**config.mk**
```make
export PLATFORM = sky130hd
export DESIGN_NAME = gfx_host_bus_initiator
export DESIGN_NICKNAME = d
export VERILOG_FILES = /design/src/rtl/gfx_host_bus_initiator.sv
export SDC_FILE = /design/constraint.sdc
export NUM_CORES = 1
export LEC_CHECK = 0
export ABC_AREA = 1
export BUFFER_PORTS_ARGS = -buffer_cell sky130_fd_sc_hd__clkbuf_2
export CAP_MARGIN = 20
export CORE_UTILIZATION = 52
export DETAILED_ROUTE_END_ITERATION = 8
export GPL_TIMING_DRIVEN = 0
export PLACE_DENSITY = 0.76
export SETUP_SLACK_MARGIN = 0.4
export SLEW_MARGIN = 20
export SYNTH_ARGS = -nofsm -noshare
export SYNTH_HDL_FRONTEND = slang
export SYNTH_SLANG_ARGS = --single-unit
```
**constraint.sdc**
```tcl
create_clock -name clk -period 1.6 [get_ports clk]
set_input_delay 0.24 -clock clk [delete_from_list [all_inputs] [get_ports clk]]
set_output_delay 0.24 -clock clk [all_outputs]
set_load 0.1 [all_outputs]
```
**src/rtl/gfx_host_bus_initiator.sv**
```systemverilog
// Host-side master for the graphics adapter register bus.
// Queues read/write commands and replays each one as a single strobed bus cycle.
module gfx_host_bus_initiator #(
   parameter int PHASE_CYCLES = 25,
   parameter int FIFO_DEPTH   = 4
) (
   input  logic       clk,
   input  logic       rst,
   input  logic       cmd_valid,
   output logic       cmd_ready,
   input  logic       cmd_we,
   input  logic [3:0] cmd_rs,
   input  logic [7:0] cmd_wdata,
   output logic       rsp_valid,
   output logic [7:0] rsp_rdata,
   output logic       busy,
   output logic       bus_clk_o,
   output logic       cs_o,
   output logic [3:0] rs_o,
   output logic       wren_o,
   output logic [7:0] data_o,
   output logic       data_oe,
   input  logic [7:0] data_i
);

   localparam int AW = $clog2(FIFO_DEPTH);
   localparam int CW = $clog2(PHASE_CYCLES);
   localparam logic [CW-1:0] LAST = CW'(PHASE_CYCLES - 1);

   typedef enum logic [1:0] {IDLE, SETUP, STROBE, HOLD} state_t;

   state_t        state;
   logic [CW-1:0] cnt;
   logic [12:0]   mem [FIFO_DEPTH];
   logic [AW:0]   wr_ptr;
   logic [AW:0]   rd_ptr;
   logic          empty;
   logic          full;
   logic          push;
   logic          pop;
   logic [12:0]   head;

   // Pointers carry one extra wrap bit so full and empty are distinguishable.
   assign empty     = (wr_ptr == rd_ptr);
   assign full      = (wr_ptr[AW] != rd_ptr[AW]) && (wr_ptr[AW-1:0] == rd_ptr[AW-1:0]);
   assign cmd_ready = !full;
   assign push      = cmd_valid && !full;
   assign pop       = (state == IDLE) && !empty;
   assign head      = mem[rd_ptr[AW-1:0]];
   assign busy      = !empty || (state != IDLE);

   always_ff @(posedge clk) begin
      if (push) begin
         mem[wr_ptr[AW-1:0]] <= {cmd_we, cmd_rs, cmd_wdata};
      end
   end

   always_ff @(posedge clk) begin
      if (rst) begin
         wr_ptr <= '0;
         rd_ptr <= '0;
      end else begin
         if (push) wr_ptr <= wr_ptr + (AW+1)'(1);
         if (pop)  rd_ptr <= rd_ptr + (AW+1)'(1);
      end
   end

   // wren_o doubles as the read flag of the transaction in flight.
   always_ff @(posedge clk) begin
      if (rst) begin
         state     <= IDLE;
         cnt       <= '0;
         bus_clk_o <= 1'b0;
         cs_o      <= 1'b1;
         rs_o      <= '0;
         wren_o    <= 1'b1;
         data_o    <= '0;
         data_oe   <= 1'b0;
         rsp_valid <= 1'b0;
         rsp_rdata <= '0;
      end else begin
         rsp_valid <= 1'b0;
         case (state)
            IDLE: begin
               if (!empty) begin
                  state   <= SETUP;
                  cnt     <= '0;
                  cs_o    <= 1'b0;
                  rs_o    <= head[11:8];
                  wren_o  <= ~head[12];
                  data_o  <= head[12] ? head[7:0] : 8'h00;
                  data_oe <= head[12];
               end
            end
            SETUP: begin
               if (cnt == LAST) begin
                  cnt       <= '0;
                  state     <= STROBE;
                  bus_clk_o <= 1'b1;
               end else begin
                  cnt <= cnt + CW'(1);
               end
            end
            STROBE: begin
               if (cnt == LAST) begin
                  cnt       <= '0;
                  state     <= HOLD;
                  bus_clk_o <= 1'b0;
                  if (wren_o) begin
                     rsp_valid <= 1'b1;
                     rsp_rdata <= data_i;
                  end
               end else begin
                  cnt <= cnt + CW'(1);
               end
            end
            HOLD: begin
               state   <= IDLE;
               cs_o    <= 1'b1;
               rs_o    <= '0;
               wren_o  <= 1'b1;
               data_o  <= '0;
               data_oe <= 1'b0;
            end
            default: state <= IDLE;
         endcase
      end
   end

endmodule

```
==> summary.md <==
| Metric | Value |
|---|---|
| Hold_ws | about 0.037 ns |
| #FFs+latches synth | 92 |
| Hold Path Cell Cnt | 2 |
| Hold Crit Class | in2reg |
| First-pass GRT wire length | 17,660 µm |
| Core Area | 7687 µm² |
| Buf+Inv Stages, Crit Path | 4 |
| Failing checks | setup timing |
| Post-Synthesis Cells | 448 |
| Syn_nets | 484 |
| Worst reg2reg setup slack | -0.11 ns |
| Cts hold-fix bufs | 0 |
| Worst Hold End | data_o[4] |
| Root Driver | clkbuf_8 |
| H-tree depth | 3 |
| Synth Cell Area | 4119 µm² |
| # fillers | 383 |
| Peak supply drop | between 800 and 900 µV |
| Number of DRC markers in iteration 0 | between 150 and 200 |
| Worst r2r src | wr_ptr[0] |
| Die Span Y | 91 µm |
| Final worst slack | -0.1099 ns |
| Min-delay src | rst |
| Layout area overhead | 52.58% |
| Most frequent CP cell | nand2_2 |
| Via Count | 3,688 |
| Area share of the largest cell type after synthesis | 0.3791 |
| Final WL | 12,950 µm |
| Final Max Slew Viols | 0 |
| Routability cong. | 0.7815 |
| Total CTS buffers | 9 |
| Final Util | 0.8175 |
| Clock sinks | 92 |
| CP cell instances | nand2_2 -> nand2_2 -> nand4_1 -> buf_4 -> buf_6 -> buf_6 -> buf_8 -> nand2_2 -> nand2_2 -> a21oi_2 |
| Worst Skew | approximately 0.015 ns |
| Async set-reset flop share out of synthesis | 0 |
| Overall power | 12.06 mW |
| Clk Latency, worst-skew pair | 0.38 ns |
| WP data required | about 1.9 ns |
| Synth top area cells | edfxtp_1 (38%), dfxtp_1 (19%), nand2_1 (9.2%), nand3_1 (5.8%), inv_1 (5.2%) |
| Period minus WS final | 1.710 ns |
| Commonest cells in the netlist | nand2_1 (101), inv_1 (57), edfxtp_1 (52), nor2_1 (49), nand3_1 (48) |
| Row Count | 32 |
| Post-synth top flop | edfxtp_1 |
| Setup TNS | -0.7792 ns |
| Number of synthesized flops with an enable pin | between 50 and 60 |
| Slowest CP cell | dfxtp_4 |
| Width of the chip | about 91 µm |
| Worst setup slack after placement | -0.1169 ns |
| Avg WL per Cell | 19.27 µm |
| Share of layout cells above drive strength 1 | 0.4860 |
| DR pass1 iterations | 5 |
| Slew headroom | 0.4177 |
| Nature of the critical path endpoint | flip-flop |
| Final nets | 601 |
| Ports | 51 |
| Outcome | complete, but fails checks |
| Clk buf depth | 2 |
| HPWL after detailed placement | 5656 µm |
| Die area | 8281 µm² |
| YS warnings | 0 |
| Arr. time, crit path | 2.03 ns |
| GRT Util Overall | 0.2808 |
| Max_cap viols | 0 |
| Measured slew at the worst slew-check pin | 0.8735 ns |
| Yosys cell types | 31 |
| Final hold vios | 0 |
| CP peak stage delay | 0.42 ns |
| CP Max Fanout | 6 |
| Cell accounting for the most synthesized area | edfxtp_1 |
| Delay-heaviest family, CP | buffers and inverters |
| Port Buffers | 49 |
| Setup-failing EPs final | 23 |
| Pwr Density | 1918 nW/µm² |
| Initial Utilization | 0.5358 |
| GR Overflow Total | 0 |
| Initial antenna violation count | 0 |
| Vias in the first global route | 3,608 |
| Antenna cells | 0 |
| CTS clk-pin slew, worst paths | 0.11 ns |
| CP Class | reg2reg |
| Register Area | 2431 µm² |
| CTS tree | done |
| Fmax | between 0.5 and 0.6 GHz |
| Most numerous cell in the Yosys netlist | nand2_1 |
| Critical Path Start Type | flip-flop |
| Largest net degree at the start of global routing | 18 |
| RSZ-0062 raised after global routing | true |
| Leak | 2.647 nW |
| Seq/Total Area, Yosys | 0.5735 |
| Drt drc | 0 |
| R2R cell count | 10 |
| Fin crit share | 1.069 |
| Synth Area per Inst | between 9 and 10 µm² |
| Multi-input gate area | between 1500 and 2000 µm² |
| ANT nets after route | 0 |
| Vias per cell | 5.488 |
| FF-to-FF End | state[1] |
cells by family after synthesis:
group	Yosys count	share of synthesized area
AOI/OAI and AO/OA	49	0.06288
adders and majority gates	12	0.03645
buffers and inverters	78	0.09477
DFF	92	0.5735
xor gates and xnor gates	3	0.006380
and+or+nand+nor	214	0.2260
cells in the final DEF, fill, tap and decap left out, drive strengths merged, types with 3 or more instances in the layout:
cell / synthesis / layout
inv: 60 / 63
nand3: 50 / 50
a21oi: 27 / 27
ha: 12 / 12
dfxtp: 40 / 40
xor2: 3 / 3
clkbuf: 6 / 42
nand4: 4 / 4
nor2: 51 / 51
nand2: 108 / 110
edfxtp: 52 / 52
o21ai: 21 / 21
buf: 11 / 87
worst max path at each step:
stage / from / endpoint / slack [ns] / cells past startpoint
5_1_grt: wr_ptr[0] / state[1] / -0.16 / 10
2_1_floorplan: wr_ptr[0] / mem[0][0] / -0.85 / 6
3_5_place_dp: wr_ptr[0] / mem[3][4] / -0.12 / 6
3_3_place_gp: wr_ptr[0] / mem[3][4] / -0.07 / 6
6_report: wr_ptr[0] / state[1] / -0.11 / 10
4_1_cts: wr_ptr[0] / busy / -0.005 / 5
metrics by stage:
step           cell area (µm²)  cells
6_report                  6285    672
3_5_place_dp              4603    599
4_1_cts                   5892    662
5_1_grt                   6285    672
3_3_place_gp              4603    599
2_1_floorplan             4230    448
sequential cells by signal, summed over array words and instances (netlist names), named ones only:
register	count
bus_clk_o	1
cnt	5
cs_o	1
data_o	8
data_oe	1
mem	52
rd_ptr	3
rs_o	4
rsp_rdata	8
rsp_valid	1
state	2
wr_ptr	3
wren_o	1
where the power goes:
| part | internal, mW | total [mW] | switching, mW |
|---|---|---|---|
| Clock | 0.910 | 1.85 | 0.939 |
| Sequential | 2.89 | 3.19 | 0.298 |
| Combinational | 2.87 | 7.02 | 4.15 |
| Total | 6.67 | 12.1 | 5.39 |
worst register-to-register path: cells and delay by family (launching register included):
kind / cells / cell delay [ns]
buffers and inverters: 4 / 0.56
DFF: 1 / 0.42
and+or+nand+nor: 5 / 0.53
AOI/OAI and AO/OA: 1 / 0.14
timing repair:
action | CTS | global route
endpoints found under the setup margin | 118 | 116
gates cloned | 6 | 2
setup buffers | 41 | 8
resized for setup | 149 | 91
pin swaps | 26 | 20
hold endpoints to repair | 0 | 0
cell type report:
type,count,area share
flip-flops and latches,92,0.3868
multi-input cells,280,0.2879
repair buffers,104,0.1965
inverters,61,0.04181
plain buffers,17,0.02986
well taps,102,0.02031
clock buffers,9,0.01971
clock inverters,7,0.01712
per-layer routing:
layer | routed length, µm | part of all wire | GRT usage | vias up
li1 | - | - | - | 1693
met1 | 4602 | 0.36 | 0.3154 | 1715
met2 | 6802 | 0.53 | 0.5139 | 205
met3 | 714 | 0.055 | 0.04690 | 75
met4 | 832 | 0.064 | 0.1376 | 0
met5 | 0 | 0 | 0 | -
No activity file was read; power rests on OpenSTA's default activity.
